File: src/rtl/decrement_16bit.sv
// Registered 16-bit two's-complement decrement (A-1) built as a ripple-borrow chain, with a signed-overflow flag.
// Define DEC16_STICKY_OVF_EN to add the ovf_sticky output that accumulates overflow until reset.
module decrement_16bit (
  input  logic        clk,
  input  logic        rst,
  input  logic        in_valid,
  input  logic [15:0] A,
  output logic [15:0] decA,
  output logic        overflow,
`ifdef DEC16_STICKY_OVF_EN
  output logic        ovf_sticky,
`endif
  output logic        out_valid
);

  logic [15:0] borrow;
  logic [15:0] diff;
  logic        ovf_next;

  logic [15:0] dec_a_d, dec_a_q;
  logic        ovf_d, ovf_q;
  logic        out_valid_d, out_valid_q;

  // Cell 0 borrows the constant 1; every later cell borrows only from the cell below.
  always_comb begin
    borrow    = '0;
    diff      = '0;
    borrow[0] = 1'b1;
    for (int i = 0; i < 16; i++) begin
      diff[i] = A[i] ^ borrow[i];
      if (i < 15) borrow[i+1] = ~A[i] & borrow[i];
    end
    // A negative operand that yields a non-negative result can only be 16'h8000.
    ovf_next = A[15] & ~diff[15];
  end

  // NOTE: every signal gets a default at the top of always_comb so no path leaves it unassigned (no latch).
  always_comb begin
    dec_a_d     = dec_a_q;
    ovf_d       = ovf_q;
    out_valid_d = in_valid;
    if (in_valid) begin
      dec_a_d = diff;
      ovf_d   = ovf_next;
    end
  end

  // NOTE: sequential state uses non-blocking assignments so all flops update from pre-edge values.
  always_ff @(posedge clk) begin
    if (rst) begin
      dec_a_q     <= '0;
      ovf_q       <= 1'b0;
      out_valid_q <= 1'b0;
    end else begin
      dec_a_q     <= dec_a_d;
      ovf_q       <= ovf_d;
      out_valid_q <= out_valid_d;
    end
  end

`ifdef DEC16_STICKY_OVF_EN
  logic sticky_d, sticky_q;

  always_comb begin
    sticky_d = sticky_q | (in_valid & ovf_next);
  end

  always_ff @(posedge clk) begin
    if (rst) sticky_q <= 1'b0;
    else     sticky_q <= sticky_d;
  end

  assign ovf_sticky = sticky_q;
`endif

  assign decA      = dec_a_q;
  assign overflow  = ovf_q;
  assign out_valid = out_valid_q;

endmodule

File: config.mk
export PLATFORM = sky130hd
export DESIGN_NAME = decrement_16bit
export DESIGN_NICKNAME = d
export VERILOG_FILES = /design/src/rtl/decrement_16bit.sv
export SDC_FILE = /design/constraint.sdc
export NUM_CORES = 1
export LEC_CHECK = 0
export CAP_MARGIN = 0
export CORE_MARGIN = 3
export CORE_UTILIZATION = 41
export CTS_BUF_LIST = sky130_fd_sc_hd__clkbuf_2 sky130_fd_sc_hd__clkbuf_4 sky130_fd_sc_hd__clkbuf_8
export CTS_CLUSTER_DIAMETER = 200
export CTS_CLUSTER_SIZE = 14
export DETAILED_ROUTE_END_ITERATION = 12
export PLACE_DENSITY = 0.81
export SKIP_LAST_GASP = 1
export SYNTH_ARGS = -nofsm -noshare
export SYNTH_HDL_FRONTEND = slang
export SYNTH_SLANG_ARGS = --single-unit
File: constraint.sdc
create_clock -name clk -period 4.8 [get_ports clk]
set_input_delay 0.72 -clock clk [delete_from_list [all_inputs] [get_ports clk]]
set_output_delay 0.72 -clock clk [all_outputs]
set_load 0.02 [all_outputs]
==> results of run 1 <==
[cells by family (layout without fill, tap and decap cells)]
logic type               Yosys count  in the layout  synth area share
AO/OA/AOI/OAI                     15             15            0.1969
adder cells (fa/ha/maj)           15             15            0.1969
buffers and inverters             21             56            0.1338
flip-flops                        18             18            0.3780
multiplexers                       2              2           0.02100
AND/OR/NAND/NOR                   18             18           0.07349
[area by class of cell]
| class | count | area [µm²] |
|---|---|---|
| clock buffers | 4 | 36.28 |
| fillers | 180 | 762.0 |
| inverters | 15 | 56.30 |
| multi-input cells | 50 | 465.4 |
| flip-flops and latches | 18 | 360.3 |
| well taps | 27 | 33.78 |
| repair buffers | 37 | 367.9 |
[worst max-delay path by stage]
stage                     start        to  cells past startpoint
final                      A[0]  decA[15]                     19
after global routing       A[0]  decA[15]                     19
after CTS                  A[0]  decA[15]                     19
after detailed placement   A[0]  decA[15]                     19
after global placement     A[0]  decA[15]                     19
after floorplan            A[0]  decA[15]                     18
[synthesized netlist by cell type, drive strengths merged]
cell     n  area (µm²)
nor2b    1       6.260
nor2    17       63.81
dfxtp   18       360.4
a211oi  15       187.7
buf      6       71.31
mux2i    2       20.02
inv     15       56.30
ha      15       187.7
[registers in the layout, indices dropped and copies added (netlist names)]
name and flops:
decA 16, out_valid 1, overflow 1
[through the flow]
stage	util	total power [mW]	setup WS, ns
2_1_floorplan	-	0.2149	1.114
3_3_place_gp	0.6166	0.2473	0.4206
3_5_place_dp	0.6166	0.2490	0.3590
4_1_cts	0.6340	0.3398	0.6692
5_1_grt	0.6340	0.3547	0.5001
6_report	0.6340	0.3349	0.7001
[critical path, cell delays in order]
cell and delay (ns):
clkdlybuf4s50_1 0.50, inv_1 0.05, ha_1 0.19, ha_1 0.18, ha_1 0.18, ha_1 0.18, ha_1 0.18, ha_1 0.18
ha_1 0.18, ha_1 0.18, ha_1 0.18, ha_1 0.18, ha_1 0.18, ha_1 0.18, ha_1 0.18, ha_1 0.18
ha_1 0.26, mux2i_1 0.13, nor2_1 0.05
[per-layer routing]
metal	track usage	part of all wire
met3	0.03542	0.066
met4	0.02490	0.0035
met1	0.1517	0.45
met2	0.2410	0.48
met5	0	0
[power by group through the flow]
| stage | logic [mW] | registers [mW] | clock network (mW) |
|---|---|---|---|
| final | 0.0803 | 0.164 | 0.0901 |
| after global routing | 0.0877 | 0.166 | 0.101 |
| after CTS | 0.0815 | 0.165 | 0.0938 |
| after detailed placement | 0.0813 | 0.168 | 0 |
| after global placement | 0.0796 | 0.168 | 0 |
| after floorplan | 0.0352 | 0.180 | 0 |
==> impl_results.md, run 1 <==
* Core Area at 0.002082 mm²
* Commonest non-fill, non-tap cells in the layout: 36 x clkdlybuf4s50_1, 18 x dfxtp_1, 17 x nor2_1
* Placed cells at 147
* Syn_nets at 123
* Tmin final at 4.100 ns
* Post-synthesis sequential area ratio at 0.3780
* Final Skew at 0 ns
* DRC at 0
* Die Y at 54.22 µm
* Setup violators final at 0
* HPWL Detailed at 1312 µm
* Die Wd at 54.22 µm
* Hold buffers post-CTS at 0
* Reg2reg setup slack at 4.14 ns
* Synth cell types at 9
* Hold path startpoint: decA[15]
* Vias in the first global route at 671
* CP Capture Type: register
* Period Utilization, post-route at 0.8542
* Pleak at 0.5975 nW
* Total GRT Usage at 0.1314
* Mapped Area at 953.4 µm²
* Global placement routability congestion at 0.7131
* First-pass GRT wire length at 2808 µm
* Min-Delay Endpoint: decA[15]
* Clock Pin Slew Worst Setup and Hold Paths at 0.10 ns
* Post-synthesis cell count at 89
* Final ANT Viol Nets at 0
* Critical path fanouts, max at 2
* Setup TNS at 0 ns
* Layout cells sized above 1 at 0.1613
* Routed length per instance at 11.27 µm
* Pin count of the biggest net entering global routing at 34
* RSZ-0062 raised after global routing: no
* Critical R2R Capture: decA[11]
* Worst reg-to-reg path cell count at 2
* Std cell rows at 16
* Status: finished, final reports clean
* Antenna violations before repair at 0
* Fmax at 243.9 MHz
* CP startpoint kind: input pin
* Bufs on Longest Clock Path at 2
* Synthesized area per cell at 10.71 µm²
* Count of final max-slew check failures at 0
* Hold Crit Depth at 2
* I/O pins at 37
* HP Class: reg2reg
* Worst-Skew Late Latency at 0.28 ns
* Drt total wl at 1702 µm
* Final net count at 159
* CTS H-Tree Depth at 1
* Worst r2r src: decA[11]
* CP Class: in2reg
* Die Footprint at 0.002940 mm²
* CP arrival at 4.24 ns
* GRT overflow at 0
* Pint at 0.2479 mW
* Post-DR vias/cell at 4.583
* Initial core utilization at 0.4579
* Maxcap violations at 0
* Post-Place Cell Area at 0.001284 mm²
* Input/output buffers at 36
* IR drop worst, VDD at 0.2096 mV
* Hold WS at 0.5103 ns
* Yosys reg bits at 18
* Vias at 692
* Ant diodes at 0
* Worst EP required at 4.94 ns
* Commonest non-fill, non-tap cell in the layout: clkdlybuf4s50_1
* Worst Tran Pin Value at 0.9651 ns
* Postcts setup bufs at 0
* Switching portion of total power at 0.2600
* TritonCTS clock tree: built
* Slew HR at 0.3546
* Switch Pwr at 0.08707 mW
* Comb pwr share at 0.240
* Root buffer cell: clkbuf_4
* Sink Count at 18
* Fin area at 0.001320 mm²
* Post-cts resize count at 0
* Synth Warn # at 0
* First-pass iteration count of the detailed router at 2
* Drt initial violations at 2
* CTS Buf Count at 3
* Final Hold Vio Count at 0
* Clock group share of total power at 0.269
* Seq pwr share at 0.491
* Finished Layout Cells at 151
* PwrDens at 253.7 mW/mm²
* Area grow syn2layout at 38.45%
(Power assumes the default switching activity.)
==> inputs of run 2 (changes only) <==
--- a/config.mk
+++ b/config.mk
@@ -12,7 +12,7 @@
 export CTS_CLUSTER_DIAMETER = 200
 export CTS_CLUSTER_SIZE = 14
 export DETAILED_ROUTE_END_ITERATION = 12
-export PLACE_DENSITY = 0.81
+export PLACE_DENSITY = 0.87
 export SKIP_LAST_GASP = 1
 export SYNTH_ARGS = -nofsm -noshare
 export SYNTH_HDL_FRONTEND = slang
==> impl_results.md, run 2 (synthesis results as in run 1) <==
* Bufs on Longest Clock Path at 2 (unchanged)
* Storage cell area at 360.3 µm² (unchanged)
* Ant diodes at 0 (unchanged)
* Total GRT Usage at 0.1347 (was 0.1314)
* HPWL Detailed at 1403 µm (was 1312 µm)
* CP arrival at 4.26 ns (was 4.24 ns)
* Fmax at 243.1 MHz (was 243.9 MHz)
* Status: finished, final reports clean (unchanged)
* Met1 global-route usage at 0.1678 (was 0.1517)
* Worst Tran Pin Value at 0.9177 ns (was 0.9651 ns)
* Initial core utilization at 0.4579 (unchanged)
* Die Footprint at 0.002940 mm² (unchanged)
* Global placement routability congestion at 0.6790 (was 0.7131)
* TritonCTS clock tree: built (unchanged)
* Postcts setup bufs at 0 (unchanged)
* Worst EP required at 4.95 ns (was 4.94 ns)
* Routed length per instance at 11.71 µm (was 11.27 µm)
* First-pass GRT wire length at 2870 µm (was 2808 µm)
* Final Hold Vio Count at 0 (unchanged)
* CTS Buf Count at 3 (unchanged)
* Std cell rows at 16 (unchanged)
* Seq pwr share at 0.518 (was 0.491)
* Area grow syn2layout at 37.01% (was 38.45%)
* Core Area at 0.002082 mm² (unchanged)
* CP Class: in2reg (unchanged)
* Vias at 711 (was 692)
* Die Y at 54.22 µm (unchanged)
* Post-cts resize count at 0 (unchanged)
* HP Class: reg2reg (unchanged)
* Drt total wl at 1756 µm (was 1702 µm)
* Hold buffers post-CTS at 0 (unchanged)
* Area of the multi-input gates at 465.4 µm² (unchanged)
* Post-DR vias/cell at 4.740 (was 4.583)
* Vias in the first global route at 683 (was 671)
* Pint at 0.2310 mW (was 0.2479 mW)
* Final Core Density at 0.6274 (was 0.6340)
* Worst setup margin at 0.6865 ns (was 0.7001 ns)
* Reg2reg setup slack at 4.11 ns (was 4.14 ns)
* Switching portion of total power at 0.2730 (was 0.2600)
* Hold Crit Depth at 2 (unchanged)
* DRC at 0 (unchanged)
* Layout cells sized above 1 at 0.1545 (was 0.1613)
* Clock group share of total power at 0.228 (was 0.269)
* Met2 Resource Use GR at 0.2251 (was 0.2410)
* Slew HR at 0.3863 (was 0.3546)
* Commonest non-fill, non-tap cell in the layout: clkdlybuf4s50_1 (unchanged)
* CP startpoint kind: input pin (unchanged)
* Largest register FFs at 16 (unchanged)
* Tmin final at 4.114 ns (was 4.100 ns)
* Root buffer cell: clkbuf_4 (unchanged)
* Worst-Skew Late Latency at 0.28 ns (about the same)
* IR drop worst, VDD at 0.1791 mV (was 0.2096 mV)
* Post-Place Cell Area at 0.001284 mm² (unchanged)
* DP Worst Slack at 0.3578 ns (was 0.3590 ns)
* Die Wd at 54.22 µm (unchanged)
* First-pass iteration count of the detailed router at 2 (unchanged)
* Worst reg-to-reg path cell count at 2 (unchanged)
* CTS H-Tree Depth at 1 (unchanged)
* Crit path launch: A[0] (unchanged)
* Finished Layout Cells at 150 (was 151)
* Setup violators final at 0 (unchanged)
* Count of final max-slew check failures at 0 (unchanged)
* Sink Count at 18 (unchanged)
* I/O pins at 37 (unchanged)
* GR Util met3 at 0.02997 (was 0.03542)
* Drt initial violations at 2 (unchanged)
* Setup TNS at 0 ns (unchanged)
* Commonest non-fill, non-tap cells in the layout: 36 x clkdlybuf4s50_1, 18 x dfxtp_1, 17 x nor2_1 (unchanged)
* Switch Pwr at 0.08673 mW (was 0.08707 mW)
* Clock Pin Slew Worst Setup and Hold Paths at 0.10 ns (about the same)
* Critical path fanouts, max at 2 (unchanged)
* Input/output buffers at 36 (unchanged)
* Comb pwr share at 0.254 (was 0.240)
* Antenna violations before repair at 0 (unchanged)
* Worst r2r src: decA[11] (unchanged)
* Top Usage Layer GRT: met2 (unchanged)
* Pleak at 0.5903 nW (was 0.5975 nW)
* Maxcap violations at 0 (unchanged)
* FILL cells at 183 (was 180)
* Final Skew at 0 ns (unchanged)
* Fin area at 0.001306 mm² (was 0.001320 mm²)
* Final ANT Viol Nets at 0 (unchanged)
* PwrDens at 243.2 mW/mm² (was 253.7 mW/mm²)
* Period Utilization, post-route at 0.8570 (was 0.8542)
* Hold path startpoint: overflow (was decA[15])
* CP endpoint: decA[15] (unchanged)
* Pin count of the biggest net entering global routing at 34 (unchanged)
* Critical R2R Capture: decA[11] (unchanged)
* Placed cells at 147 (unchanged)
* GRT overflow at 0 (unchanged)
* Final net count at 159 (unchanged)
* CP Capture Type: register (unchanged)
* RSZ-0062 raised after global routing: no (unchanged)
-- run 2: cell count changes in the layout (fill, tap and decap cells not counted), sizes merged --
cell,before,now
clkbuf,4,3
-- run 2: power by group through the flow --
stage	Combinational (mW)	Clock (mW)	Sequential, mW
after global placement	0.0802	0	0.168
final	0.0808	0.0724	0.165
after global routing	0.0875	0.0841	0.166
after CTS	0.0820	0.0759	0.165
after floorplan	0.0352	0	0.180
after detailed placement	0.0818	0	0.168
-- run 2: routing by layer --
metal / up-vias / wire (µm)
met2: 23 / 840
met1: 322 / 773
met5: - / 0
met4: 0 / 17
met3: 2 / 126
li1: 364 / -
-- run 2: through the flow --
stage                     hold slack (ns)  power (mW)
after global routing               0.5378      0.3377
after detailed placement           0.4945      0.2498
after floorplan                    0.5730      0.2149
final                              0.5141      0.3177
after CTS                          0.5192      0.3226
after global placement             0.4764      0.2478
-- run 2: layout make-up --
cell class | instances | share of cell area
Tap cell | 27 | 0.02586
Sequential cell | 18 | 0.2759
Inverter | 15 | 0.04310
Timing Repair Buffer | 37 | 0.2816
Multi-Input combinational cell | 50 | 0.3563
Clock buffer | 3 | 0.01724
-- run 2: worst min path at each step --
stage	slack, ns	end
6_report	0.51	overflow
5_1_grt	0.54	decA[14]
4_1_cts	0.52	overflow
3_5_place_dp	0.49	overflow
3_3_place_gp	0.48	decA[15]
2_1_floorplan	0.57	decA[0]
-- run 2: critical path, cell delays in order --
cell and delay (ns):
clkdlybuf4s50_1 0.50, inv_1 0.05, ha_1 0.19, ha_1 0.18
ha_1 0.18, ha_1 0.18, ha_1 0.18, ha_1 0.19
ha_1 0.18, ha_1 0.18, ha_1 0.18, ha_1 0.18
ha_1 0.18, ha_1 0.18, ha_1 0.18, ha_1 0.19
ha_1 0.27, mux2i_1 0.14, nor2_1 0.05
